$ cat src/rtl/dot_product_seq.sv
// Dot-product sequencer: streams len operand pairs from an operand buffer through one shared
// signed 8x8 multiplier, accumulates the products and hands the sum over with valid/ready.

module dot_product (
  input  logic signed [7:0]  i_a,
  input  logic signed [7:0]  i_b,
  output logic signed [16:0] o_p
);
  assign o_p = 17'(i_a) * 17'(i_b);
endmodule

module dot_product_seq #(
  parameter int MAX_LEN = 64,
  parameter int ADDR_W  = $clog2(MAX_LEN)
) (
  input  logic                      clk,
  input  logic                      rst,
  input  logic                      start,
  input  logic [ADDR_W:0]           len,
  output logic                      busy,
  output logic                      len_err,
  output logic                      rd_en,
  output logic [ADDR_W-1:0]         rd_addr,
  input  logic signed [7:0]         a_data,
  input  logic signed [7:0]         b_data,
  output logic signed [16+ADDR_W:0] res,
  output logic                      res_valid,
  input  logic                      res_ready
);
  localparam int ACC_W = 17 + ADDR_W;
  localparam logic [ADDR_W:0] LEN_MAX = (ADDR_W + 1)'(MAX_LEN);

  typedef enum logic [1:0] {S_IDLE, S_RUN, S_DRAIN, S_DONE} state_t;

  state_t                    r_state;
  logic                      r_busy;
  logic                      r_len_err;
  logic                      r_rd_en;
  logic [ADDR_W-1:0]         r_rd_addr;
  logic [ADDR_W-1:0]         r_last;
  logic                      r_dv;
  logic signed [ACC_W-1:0]   r_acc;
  logic signed [ACC_W-1:0]   r_res;
  logic                      r_res_valid;

  logic signed [16:0]        w_prod;
  logic signed [ACC_W-1:0]   w_acc_next;

  dot_product u_mul (
    .i_a (a_data),
    .i_b (b_data),
    .o_p (w_prod)
  );

  // Operand data is only meaningful in the cycle after a read, which is when r_dv is set.
  assign w_acc_next = r_dv ? (r_acc + {{(ACC_W-17){w_prod[16]}}, w_prod}) : r_acc;

  always_ff @(posedge clk) begin
    if (rst) begin
      r_state     <= S_IDLE;
      r_busy      <= 1'b0;
      r_len_err   <= 1'b0;
      r_rd_en     <= 1'b0;
      r_rd_addr   <= '0;
      r_last      <= '0;
      r_dv        <= 1'b0;
      r_acc       <= '0;
      r_res       <= '0;
      r_res_valid <= 1'b0;
    end else begin
      r_len_err <= 1'b0;
      r_dv      <= r_rd_en;
      r_acc     <= w_acc_next;
      case (r_state)
        S_IDLE: begin
          if (start) begin
            if (len > LEN_MAX) begin
              r_len_err <= 1'b1;
            end else if (len == '0) begin
              r_res       <= '0;
              r_res_valid <= 1'b1;
              r_busy      <= 1'b1;
              r_state     <= S_DONE;
            end else begin
              r_last    <= ADDR_W'(len - 1'b1);
              r_acc     <= '0;
              r_rd_en   <= 1'b1;
              r_rd_addr <= '0;
              r_busy    <= 1'b1;
              r_state   <= S_RUN;
            end
          end
        end
        S_RUN: begin
          if (r_rd_addr == r_last) begin
            r_rd_en <= 1'b0;
            r_state <= S_DRAIN;
          end else begin
            r_rd_addr <= r_rd_addr + 1'b1;
          end
        end
        S_DRAIN: begin
          // The final product lands in this same edge, so take the sum from the adder.
          r_res       <= w_acc_next;
          r_res_valid <= 1'b1;
          r_state     <= S_DONE;
        end
        S_DONE: begin
          if (r_res_valid && res_ready) begin
            r_res_valid <= 1'b0;
            r_busy      <= 1'b0;
            r_state     <= S_IDLE;
          end
        end
        default: r_state <= S_IDLE;
      endcase
    end
  end

  assign busy      = r_busy;
  assign len_err   = r_len_err;
  assign rd_en     = r_rd_en;
  assign rd_addr   = r_rd_addr;
  assign res       = r_res;
  assign res_valid = r_res_valid;

endmodule

$ cat config.mk
export PLATFORM = sky130hd
export DESIGN_NAME = dot_product_seq
export DESIGN_NICKNAME = d
export VERILOG_FILES = /design/src/rtl/dot_product_seq.sv
export SDC_FILE = /design/constraint.sdc
export NUM_CORES = 1
export LEC_CHECK = 0
export ABC_AREA = 1
export CORE_ASPECT_RATIO = 0.9
export CORE_MARGIN = 4
export CORE_UTILIZATION = 45
export DETAILED_ROUTE_END_ITERATION = 8
export PLACE_DENSITY = 0.76
export SETUP_SLACK_MARGIN = 0.02
export SLEW_MARGIN = 25
export SYNTH_ARGS = -nofsm -noshare
export SYNTH_HDL_FRONTEND = slang
export SYNTH_SLANG_ARGS = --single-unit
export TNS_END_PERCENT = 100
$ cat constraint.sdc
create_clock -name clk -period 9.2 [get_ports clk]
set_clock_uncertainty 0.1 [all_clocks]
set_input_delay 1.84 -clock clk [delete_from_list [all_inputs] [get_ports clk]]
set_output_delay 1.84 -clock clk [all_outputs]
set_load 0.1 [all_outputs]
Word-level counts from Yosys, hierarchy flattened

Index checks and enable logic that the tools add are counted.

Bits in registers: 65
Output and inout bits: 33
Word-level logic and storage cells: 79

Add/sub/neg operators: 3
$mul: 1
Magnitude comparators: 1
Equal/unequal tests: 11
Multiplexer cells: 34
Bitwise gates (word level): 4
Reductions and logical operators: 15

Operators by type and width:

| operator            | number |
|---|---|
| $mux 23             | 8 |
| $pmux 23 s2         | 1 |
| $mux 6              | 4 |
| $add 23x23->23      | 1 |
| $mul 8x8->16        | 1 |
| $reduce_and 4->1    | 4 |
| $reduce_and 5->1    | 3 |
| $ne 2x2->1 const B  | 7 |
| $pmux 6 s2          | 1 |
| $mux 1              | 11 |
| $mux 2              | 5 |
| $pmux 2 s4          | 1 |
| $gt 7x7->1 const B  | 1 |
| $logic_not 7->1     | 1 |
| $add 6x1->6 const B | 1 |
| $eq 6x6->1          | 1 |
| $reduce_bool 2->1   | 3 |
| $sub 6x1->6 const B | 1 |
| $eq 2x2->1 const B  | 2 |
| $not 1->1           | 4 |
| $pmux 1 s2          | 2 |
| $pmux 1 s3          | 1 |
| $reduce_bool 3->1   | 1 |
| $reduce_or 3->1     | 1 |
| 3 further kinds     | 3 |

Depth between registers and ports, before layout

Gate-level depths: netlist (run 1).

Depth after elaboration: 7
Depth in mapped cells: 36

Modules after synthesis

Synthesis (run 1) repeated with hierarchy kept, for this count alone.

Cell total of the unflattened synthesis: 1,101
Area, all modules: 7,230.7 sq um

Modules (own cells, without submodules):

| module          | times used | cells an instance | area each (sq um) |
|---|---|---|---|
| dot_product_seq | 1          | 697               | 4,433.0 |
| dot_product     | 1          | 404               | 2,797.7 |

Worst setup path before layout (run 1)

Ideal clock, no wire load.

Path kind: input-to-reg
Start: input port a_data[0]
End: register r_res[20], in the netlist res[20]
Library setup time: 132 ps
Data arrival time: 6,837 ps
Data required time: 8,968 ps
Setup slack: 2,130 ps
Stages: 28
Path buffers: 1
Path through: clkbuf_1 or2_2 fa_1 fa_1 inv_1 fa_1 inv_1 fa_1 inv_1 ha_1 a21oi_1 nand2_1 nand4_1 o211ai_1 nand2_1 nand2_1 a21oi_1 xnor2_1 ha_1 nand2_1 nor2_1 inv_1 nor3_1 nand3_1 nand4_1 nand3_1 o211ai_1 a21oi_1

Longest elaborated chain between the ends: 4

Ends and longest elaborated chain:

| item                 | line | source |
|---|---|---|
| start, declared      | 24   | `input logic signed [7:0] a_data,` |
| $mul 8x8->16         | 9    | `assign o_p = 17'(i_a) * 17'(i_b);` |
| $add 23x23->23       | 56   | `assign w_acc_next = r_dv ? (r_acc + {{(ACC_W-17){w_prod[16]}}, w_prod}) : r_acc;` |
| $mux 23              | 56   |  |
| $pmux 23 s2          | 74   | `case (r_state)` |
| end signal, assigned | 104  | `r_res <= w_acc_next;` |
| end, declared        | 43   | `logic signed [ACC_W-1:0] r_res;` |

No other way between the ends.
A chain may end at the register's enable or synchronous reset.

Worst setup path after layout (run 1)

Start: input port b_data[2]
End: register r_res[21], in the netlist res[21]

Longest elaborated chain between the ends: 4

Ends and longest elaborated chain:

| item            | line | source |
|---|---|---|
| start, declared | 25   | `input logic signed [7:0] b_data,` |
| $mul 8x8->16    | 9    |  |
| $add 23x23->23  | 56   |  |
| $mux 23         | 56   |  |
| $pmux 23 s2     | 74   |  |

No other way between the ends.

==> summary.md, run 1 <==
| Metric | Value |
|---|---|
| Final-report hold violation count | 0 |
| Vias per cell | 5.00 |
| Startpoint Class | primary input |
| Nets | 1160 |
| CP Launch Point | b_data[2] |
| Fraction of the mapped netlist area in simple logic gates | 0.246 |
| Clock latency on the worst-skew pair | 0.33 ns |
| Area fraction in compound gates after synthesis | 0.112 |
| Mapped Cells | 974 |
| Hold slack | 0.351 ns |
| Setup-failing EPs final | 0 |
| Post-Syn Area | 6790 µm² |
| Worst-margin pin slew | 1.03 ns |
| CTS Buffer Depth | 2 |
| CTS sink cnt | 65 |
| Root buf cell | clkbuf_16 |
| Vias in the first global route | 5911 |
| Post_cts resized | 0 |
| Min cycle time layout | 7.92 ns |
| Hold-fix buffers at CTS | 0 |
| Row cnt | 42 |
| Post-Place Cells | 1204 |
| RSZ-0062 raised after global routing | false |
| GP Congestion | 0.916 |
| Period utilization | 0.861 |
| Multiplexer area fraction after synthesis | 0.00147 |
| Critical path class | primary input to register |
| Port Buffers | 59 |
| GRT Total Usage | 0.195 |
| Asr flop ratio synth | 0 |
| Largest net degree at the start of global routing | 47 |
| Wire length per cell | 13.1 µm |
| PD cells | 327 nW/µm² |
| Register area share after synthesis | 0.192 |
| Total CTS buffers | 9 |
| RR Endpoint | r_acc[16]$_SDFF_PP0_ |
| CTS tree | yes |
| Footprint of the multi-input gates | 4550 µm² |
| Worst-path clk slew | 0.06 ns |
| Slew headroom | 0.313 |
| Max-cap violations | 0 |
| Die width | 138 µm |
| Routed Antenna Nets | 0 |
| Worst r2r src | r_acc[0]$_SDFF_PP0_ |
| Outcome | finished clean |
| First-pass GRT wire length | 27500 µm |
| Inserted Diodes | 0 |
| Fmax | 126 MHz |
| Worst reg-to-reg path cell count | 13 |
| Mean post-synth cell area | 6.97 µm² |
| Number of synthesized flops with an enable pin | 0 |
| Hold Crit Class | register to register |
| Initial core utilization | 0.460 |
| Antenna violations before repair | 0 |
| Pleak | 3.96 nW |
| CORE AREA | 14800 µm² |
| Library cells used by synthesis | 48 |
| DRC violations left | 0 |
| Commonest non-fill, non-tap cell in the layout | nand2_1 |
| FF/Latch Area | 1300 µm² |
| Violation count after the first detailed-route iteration | 371 |
| Die H | 125 µm |
| Commonest non-fill, non-tap cells in the layout | nand2_1, inv_1, a21oi_1, dfxtp_1, nor2_1 |
| Share of cells above drive strength 1 | 0.0548 |
| Drt first pass iters | 6 |
| Synthesis Warnings | 0 |
| #FFs+latches synth | 65 |
| CP Capture Type | register |
| Final WL | 15900 µm |
| Depth of the CTS H-tree | 3 |
| Pins Over Slew Limit | 0 |
| R2r setup slk | 6.72 ns |
| CP endpoint | res[21]$_SDFFE_PP0P_ |
| Crit-path max FO | 8 |
| Maximum VDD drop | 253 µV |
| Area growth syn-to-layout | 15.2% |
| CP arrival | 8.08 ns |
| Setup Buffers After CTS | 0 |
| Setup TNS | 0 ns |
| Non-filler cells, final | 1220 |
| Main synth FF type | dfxtp_1 |
| DP HPWL | 12900 µm |
| Grt total ovfl | 0 |
| Adder-Cell Fraction of Synth Area | 0.276 |
| Filler cell count | 1379 |
| Die area | 17100 µm² |
| WP data required | 9.36 ns |
| DR vias | 6099 |
| Mapped Nets | 1117 |
| Largest family of logic cells by synthesized area | adder cells |
| Top-Level Pins | 60 |
| XOR/XNOR share of the synthesized area | 0.0348 |
==> per-stage QoR <==
stage / util / cell area (µm²) / worst slack (ns) / power, mW
floorplan: - / 6790 / 2.13 / 1.80
global placement: 0.509 / 7520 / 1.13 / 2.18
detailed placement: 0.509 / 7520 / 1.02 / 2.18
CTS: 0.530 / 7830 / 1.33 / 2.55
global route: 0.530 / 7830 / 0.812 / 2.83
finish: 0.530 / 7830 / 1.28 / 2.56
==> cells in the mapped netlist, types with 2 or more instances <==
library cell / number / area, µm²
or2_1: 2 / 12.5
inv_1: 214 / 803
xnor2_1: 12 / 105
a211oi_1: 3 / 22.5
o21ai_2: 6 / 52.6
nand4_1: 9 / 56.3
nor2_4: 2 / 22.5
nand2_2: 5 / 31.3
nor2_1: 64 / 240
nand3_1: 45 / 225
nand3_2: 3 / 30.0
o211ai_1: 5 / 37.5
clkbuf_1: 25 / 93.8
nand2_1: 223 / 837
xor2_1: 15 / 131
o31ai_1: 2 / 15.0
buf_2: 2 / 10.0
o21ai_0: 32 / 160
a311oi_1: 2 / 17.5
nor3_1: 6 / 30.0
nor2_2: 3 / 18.8
nor4_1: 2 / 12.5
a21o_1: 3 / 22.5
or2_2: 10 / 62.6
ha_1: 60 / 751
buf_6: 2 / 22.5
dfxtp_1: 65 / 1300
nor3_2: 3 / 30.0
nor3b_1: 2 / 15.0
a21oi_1: 69 / 345
inv_2: 2 / 7.51
and2_1: 2 / 12.5
o21ai_1: 4 / 20.0
fa_1: 56 / 1120
==> registers in the layout, summed over array words and instances, names as in the netlist <==
register   count
r_last         6
len_err        1
rd_addr        6
busy           1
rd_en          1
r_dv           1
res           23
res_valid      1
r_state        2
r_acc         23
==> how the worst min path moves through the flow <==
stage / depth (start not counted) / slack, ns / start / end
5_1_grt: 2 / 0.38 / r_last[0]$_SDFFE_PP0P_ / r_last[0]$_SDFFE_PP0P_
6_report: 2 / 0.35 / rd_en$_SDFFE_PP0P_ / r_dv$_SDFF_PP0_
3_5_place_dp: 2 / 0.34 / rd_en$_SDFFE_PP0P_ / r_dv$_SDFF_PP0_
3_3_place_gp: 2 / 0.34 / rd_en$_SDFFE_PP0P_ / r_dv$_SDFF_PP0_
4_1_cts: 2 / 0.35 / rd_en$_SDFFE_PP0P_ / r_dv$_SDFF_PP0_
2_1_floorplan: 2 / 0.34 / r_last[4]$_SDFFE_PP0P_ / r_last[4]$_SDFFE_PP0P_
==> cells by family after synthesis <==
| group | Yosys count |
|---|---|
| fa+ha+maj | 116 |
| buf+inv | 246 |
| flops | 65 |
| compound gates | 133 |
| xor+xnor | 27 |
| simple gates | 386 |
| mux | 1 |
==> final cells by class <==
class	instances	area share
flip-flops and latches	65	0.166
inverters	216	0.104
repair buffers	62	0.0783
clock inverters	7	0.00991
clock buffers	9	0.0288
well taps	198	0.0317
multi-input cells	663	0.581
==> critical path: stages <==
cell and delay [ns]:
clkdlybuf4s50_1 0.59, nand2_1 0.20, inv_1 0.10, fa_1 0.59, inv_1 0.15, fa_1 0.54
inv_1 0.05, fa_1 0.53, inv_1 0.05, fa_1 0.53, inv_1 0.04, ha_1 0.34
nand2_1 0.09, nor2_1 0.16, nand3_1 0.09, nand3_1 0.10, nand3_1 0.12, nand2_1 0.10
inv_1 0.17, ha_1 0.42, nand2_1 0.13, nor4_1 0.50, nand4_1 0.19, nand3_1 0.11
nand2_1 0.05, nand3_1 0.08, nand3_1 0.07, a21oi_1 0.13
==> layer usage <==
layer / track usage / routed length (µm)
met5: 0 / 0
met3: 0.0315 / 980
met4: 0.0370 / 177
met1: 0.284 / 7760
met2: 0.305 / 7010
==> power breakdown <==
part / leakage [nW] / switching, mW / internal [mW]
clock network: 0.147 / 0.140 / 0.213
registers: 0.527 / 0.0241 / 0.315
logic: 3.29 / 1.23 / 0.635
total: 3.96 / 1.39 / 1.16
Note: power is estimated with default switching activity, not from simulation.
==> inputs of run 2 (changes only) <==
GPL_ROUTABILITY_DRIVEN = 0   (was default)
HOLD_SLACK_MARGIN = 0.03   (was default)
==> run 2 against run 1 <==
Compared with the run above: worst setup slack gained 0.012 ns; utilization shrank 0.051 points; register-to-register slack hardly changed; routed wire length fell by 0.70%; count of clock-buffer cells in the layout is the same; sequential cell count did not move; clock power about the same; non-clock buffer count is 1 lower; die area unchanged; combinational power hardly changed; cell count about the same; largest power group unchanged; highest routed layer unchanged.
==> summary.md, run 2 (same netlist as run 1, synthesis figures left out) <==
| Metric | Value |
|---|---|
| Clock latency on the worst-skew pair | 0.33 ns (about the same) |
| Pleak | 3.95 nW (-0.12%) |
| First-pass GRT wire length | 28300 µm (+2.9%) |
| Worst-path clk slew | 0.06 ns (about the same) |
| Seq pwr share | 0.132 (about the same) |
| Maximum VDD drop | 276 µV (+9.1%) |
| Area growth syn-to-layout | 15.1% (about the same) |
| Startpoint Class | primary input |
| FF/Latch Area | 1300 µm² (unchanged) |
| Sw frac | 0.547 (+0.00169) |
| Crit path top cell by count | nand2_1 |
| Final-report hold violation count | 0 (unchanged) |
| GRT Total Usage | 0.198 (+0.00324) |
| Final instance area | 7820 µm² (about the same) |
| Setup TNS | 0 ns (unchanged) |
| Die width | 138 µm (unchanged) |
| Filler cell count | 1400 (+1.5%) |
| WP data required | 9.31 ns (-0.05 ns) |
| Final WL | 15800 µm (-0.70%) |
| Total CTS buffers | 9 (unchanged) |
| Row cnt | 42 (unchanged) |
| Setup-failing EPs final | 0 (unchanged) |
| Period utilization | 0.859 (-0.00134) |
| Share of cells above drive strength 1 | 0.0539 (-0.000926) |
| Hold slack | 0.356 ns (+0.00526 ns) |
| Routed Antenna Nets | 0 (unchanged) |
| Nets | 1159 (-0.086%) |
| PD cells | 328 nW/µm² (+0.54%) |
| Non-filler cells, final | 1219 (-0.082%) |
| Die area | 17100 µm² (unchanged) |
| Initial core utilization | 0.460 (unchanged) |
| CP Capture Type | register |
| Clock power share | 0.138 (about the same) |
| Vias in the first global route | 6080 (+2.9%) |
| Post-Place Cells | 1203 (-0.083%) |
| DR vias | 6059 (-0.66%) |
| CP arrival | 8.02 ns (-0.06 ns) |
| Placed instance area | 7520 µm² (about the same) |
| Outcome | finished clean |
| CORE AREA | 14800 µm² (unchanged) |
| Core Util, Final | 0.529 (about the same) |
| Min cycle time layout | 7.91 ns (-0.0124 ns) |
| Wire length per cell | 13.0 µm (-0.62%) |
| CTS tree | yes |
| Die H | 125 µm (unchanged) |
| Hold-fix buffers at CTS | 0 (unchanged) |
| DRC violations left | 0 (unchanged) |
| Hold Crit Class | register to register |
| Violation count after the first detailed-route iteration | 407 (+9.7%) |
| Commonest non-fill, non-tap cells in the layout | nand2_1, inv_1, a21oi_1, dfxtp_1, nor2_1 |
| Setup Buffers After CTS | 0 (unchanged) |
| CTS Buffer Depth | 2 (unchanged) |
| Commonest non-fill, non-tap cell in the layout | nand2_1 |
| Worst stage delay on the critical path | 0.60 ns (about the same) |
| Fmax | 126 MHz (+0.16%) |
| Depth of the CTS H-tree | 3 (unchanged) |
| Final Power | 2.57 mW (+0.45%) |
| Post_cts resized | 0 (unchanged) |
| RSZ-0062 raised after global routing | false |
| Internal power | 1.16 mW (about the same) |
| Top-Level Pins | 60 (unchanged) |
| Drt first pass iters | 5 (-1) |
| Largest net degree at the start of global routing | 47 (unchanged) |
| DP HPWL | 12700 µm (-1.6%) |
| Slowest stage cell on the critical path | clkdlybuf4s50_1 |
| Slew headroom | 0.310 (-0.00287) |
| Grt total ovfl | 0 (unchanged) |
| PnR worst setup slack | 1.29 ns (+0.0124 ns) |
| Port Buffers | 59 (unchanged) |
| Footprint of the multi-input gates | 4550 µm² (unchanged) |
| Inserted Diodes | 0 (unchanged) |
| Vias per cell | 4.97 (-0.57%) |
| Max-cap violations | 0 (unchanged) |
| Worst-margin pin slew | 1.03 ns (+0.00429 ns) |
| Antenna violations before repair | 0 (unchanged) |
| Crit-path max FO | 8 (unchanged) |
| Psw | 1.40 mW (+0.76%) |
| Combinational Power Share | 0.730 (about the same) |
| Pins Over Slew Limit | 0 (unchanged) |
| Root buf cell | clkbuf_16 |
| Critical path class | primary input to register |
| DP Worst Slack | 0.989 ns (-0.0333 ns) |
| CTS sink cnt | 65 (unchanged) |
-- run 2: cell types whose count changed in the layout (fill, tap and decap cells not counted), sizes merged --
cell / change
buf: -1
-- run 2: worst paths after layout --
kind                     startpoint  depth (start not counted)                     end  slack, ns
max                       b_data[2]                         31    res[22]$_SDFFE_PP0P_       1.29
min          r_last[0]$_SDFFE_PP0P_                          2  r_last[0]$_SDFFE_PP0P_       0.36
max reg2reg     r_acc[0]$_SDFF_PP0_                         13    res[16]$_SDFFE_PP0P_       6.71
min reg2reg  r_last[0]$_SDFFE_PP0P_                          2  r_last[0]$_SDFFE_PP0P_       0.36
-- run 2: power groups by stage --
| stage | Clock, mW | Combinational (mW) | Sequential [mW] |
|---|---|---|---|
| 3_3_place_gp | 0 | 1.81 | 0.344 |
| 5_1_grt | 0.369 | 2.14 | 0.343 |
| 6_report | 0.355 | 1.87 | 0.339 |
| 3_5_place_dp | 0 | 1.84 | 0.344 |
| 4_1_cts | 0.357 | 1.86 | 0.338 |
| 2_1_floorplan | 0 | 1.41 | 0.393 |
-- run 2: worst max-delay path, delay by kind of cell --
family                   cells  cell delay [ns]
AND/OR/NAND/NOR             14             1.52
AO/OA/AOI/OAI                3             0.50
adder cells (fa/ha/maj)      6             2.86
buffers and inverters        8             1.29
-- run 2: per-layer routing --
layer | global-route usage | part of all wire
met3 | 0.0343 | 0.086
met1 | 0.288 | 0.46
met5 | 0 | 0
met4 | 0.0487 | 0.015
met2 | 0.304 | 0.44
-- run 2: cell type report --
class                           count  area share
Clock buffer                        9      0.0288
Tap cell                          198      0.0317
Multi-Input combinational cell    663       0.582
Inverter                          216       0.104
Clock inverter                      7     0.00992
Timing Repair Buffer               61      0.0775
Sequential cell                    65       0.166
==> inputs of run 3 (changes only) <==
DONT_BUFFER_PORTS = 1   (was default)
PLACE_DENSITY = 0.71   (was 0.76)
==> run 3 against run 2 <==
Compared with the run above: critical path depth is 4 lower; design area is 7.5% lower; total power is 2.8% lower; sequential share of layout area is 1.4 points higher; register-to-register slack hardly changed; utilization is 4.0 points lower; worst setup slack better by 0.59 ns; via count is 4.6% lower.
==> summary.md, run 3 (same netlist as run 1, synthesis figures left out) <==
| Metric | Value |
|---|---|
| Grt total ovfl | 0 (unchanged) |
| Min cycle time layout | 7.32 ns (-0.591 ns) |
| DP HPWL | 12300 µm (-3.3%) |
| Sw frac | 0.543 (-0.00433) |
| Initial core utilization | 0.460 (unchanged) |
| DR vias | 5782 (-4.6%) |
| PD cells | 345 nW/µm² (+5.1%) |
| Area growth syn-to-layout | 6.45% |
| First-pass GRT wire length | 26700 µm (-5.6%) |
| Violation count after the first detailed-route iteration | 285 (-30%) |
| Port Buffers | 0 (-100%) |
| CP bufs+invs | 4 (-4) |
| Routed Antenna Nets | 0 (unchanged) |
| Pins Over Slew Limit | 0 (unchanged) |
| Share of cells above drive strength 1 | 0.0604 (+0.00649) |
| HP Start | r_last[4]$_SDFFE_PP0P_ |
| Combinational Power Share | 0.700 (-0.030) |
| Depth of the CTS H-tree | 3 (unchanged) |
| Internal power | 1.14 mW (-1.8%) |
| Inserted Diodes | 0 (unchanged) |
| Vias per cell | 4.99 (+0.37%) |
| Final instance area | 7230 µm² (-7.5%) |
| Seq pwr share | 0.158 (+0.026) |
| Hold-fix buffers at CTS | 0 (unchanged) |
| Setup TNS | 0 ns (unchanged) |
| Maximum VDD drop | 277 µV (+0.28%) |
| Final-report hold violation count | 0 (unchanged) |
| CORE AREA | 14800 µm² (unchanged) |
| Fmax | 137 MHz (+8.1%) |
| Top-Level Pins | 60 (unchanged) |
| CP Launch Point | b_data[7] |
| WP data required | 9.28 ns (-0.03 ns) |
| CTS tree | yes |
| Outcome | finished clean |
| Slowest stage cell on the critical path | fa_1 |
| Antenna violations before repair | 0 (unchanged) |
| Drt first pass iters | 5 (unchanged) |
| Commonest non-fill, non-tap cells in the layout | nand2_1, inv_1, a21oi_1, nor2_1, dfxtp_1 |
| Slew headroom | 0.296 (-0.0142) |
| Worst-margin pin slew | 1.06 ns (+0.0230 ns) |
| Die H | 125 µm (unchanged) |
| Setup-failing EPs final | 0 (unchanged) |
| Total CTS buffers | 9 (unchanged) |
| Setup Buffers After CTS | 0 (unchanged) |
| Clock power share | 0.142 (+0.004) |
| Startpoint Class | primary input |
| Nets | 1099 (-5.2%) |
| RSZ-0062 raised after global routing | false |
| Largest net degree at the start of global routing | 47 (unchanged) |
| Placed instance area | 6920 µm² (-7.9%) |
| Hold Crit Class | register to register |
| Row cnt | 42 (unchanged) |
| CP Capture Type | register |
| Worst stage delay on the critical path | 0.55 ns (-0.05 ns) |
| Clock latency on the worst-skew pair | 0.33 ns (about the same) |
| Crit-path max FO | 8 (unchanged) |
| Worst r2r src | r_acc[0]$_SDFF_PP0_ |
| Period utilization | 0.795 (-0.0643) |
| Max-cap violations | 0 (unchanged) |
| CTS sink cnt | 65 (unchanged) |
| R2r setup slk | 6.71 ns (about the same) |
| Critical path class | primary input to register |
| CP arrival | 7.40 ns (-0.62 ns) |
| Commonest non-fill, non-tap cell in the layout | nand2_1 |
| Vias in the first global route | 5760 (-5.3%) |
| GRT Total Usage | 0.188 (-0.0104) |
| Post_cts resized | 0 (unchanged) |
| Crit path top cell by count | nand2_1 |
| Wire length per cell | 12.9 µm (-0.86%) |
| CTS Buffer Depth | 2 (unchanged) |
| Final WL | 14900 µm (-5.7%) |
| Psw | 1.36 mW (-3.5%) |
| DRC violations left | 0 (unchanged) |
| Die area | 17100 µm² (unchanged) |
| Root buf cell | clkbuf_16 |
| Top delay family on crit path | adder cells |
| Die width | 138 µm (unchanged) |
| Pleak | 3.74 nW (-5.5%) |
| Worst-path clk slew | 0.06 ns (about the same) |
## run 3: cell types whose count changed in the layout (fill, tap and decap cells not counted)
| cell | change |
|---|---|
| buf_4 | -1 |
| clkinvlp_4 | +1 |
| clkinv_2 | -1 |
| clkdlybuf4s50_1 | -59 |
| clkinv_4 | -1 |
| dfxtp_1 | -4 |
| inv_8 | +1 |
| dfxtp_2 | +4 |
## run 3: cell type report
type / instances / area (µm²)
repair buffers: 1 / 7.51
flip-flops and latches: 65 / 1310
fillers: 1466 / 7540
clock inverters: 7 / 82.6
multi-input cells: 663 / 4550
well taps: 198 / 248
clock buffers: 9 / 225
inverters: 216 / 811
## run 3: worst paths after layout
check | to | depth (start not counted)
max reg2reg | res[16]$_SDFFE_PP0P_ | 14
min | r_last[4]$_SDFFE_PP0P_ | 2
max | r_acc[21]$_SDFF_PP0_ | 27
min reg2reg | r_last[4]$_SDFFE_PP0P_ | 2
## run 3: power by group through the flow
stage                     combinational, mW  sequential (mW)  clock [mW]
after floorplan                        1.41            0.393           0
after global placement                 1.73            0.400           0
after detailed placement               1.74            0.401           0
after CTS                              1.75            0.395       0.355
after global routing                   2.03            0.400       0.371
final                                  1.75            0.395       0.354
## run 3: metrics by stage
stage          hold WS (ns)  setup WS, ns  cells   util  power (mW)
2_1_floorplan         0.336          2.13    974      -        1.80
3_3_place_gp          0.350          1.66   1143  0.468        2.13
3_5_place_dp          0.359          1.60   1143  0.469        2.14
4_1_cts               0.369          1.93   1159  0.489        2.50
5_1_grt               0.388          1.46   1159  0.490        2.80
6_report              0.366          1.88   1159  0.490        2.50
## run 3: worst reg2reg max path: cells and delay by family, from the launching register on
kind	cells	cell delay, ns
DFF	1	0.34
buffers and inverters	2	0.13
AOI/OAI and AO/OA	3	0.58
adders and majority gates	2	0.63
and+or+nand+nor	7	0.65
## run 3: metal layers
metal / track usage / routed length, µm / vias up
met1: 0.267 / 7140 / 2676
met3: 0.0485 / 1090 / 16
met4: 0.0381 / 204 / 0
met5: 0 / 0 / -
li1: - / - / 2960
met2: 0.287 / 6470 / 130
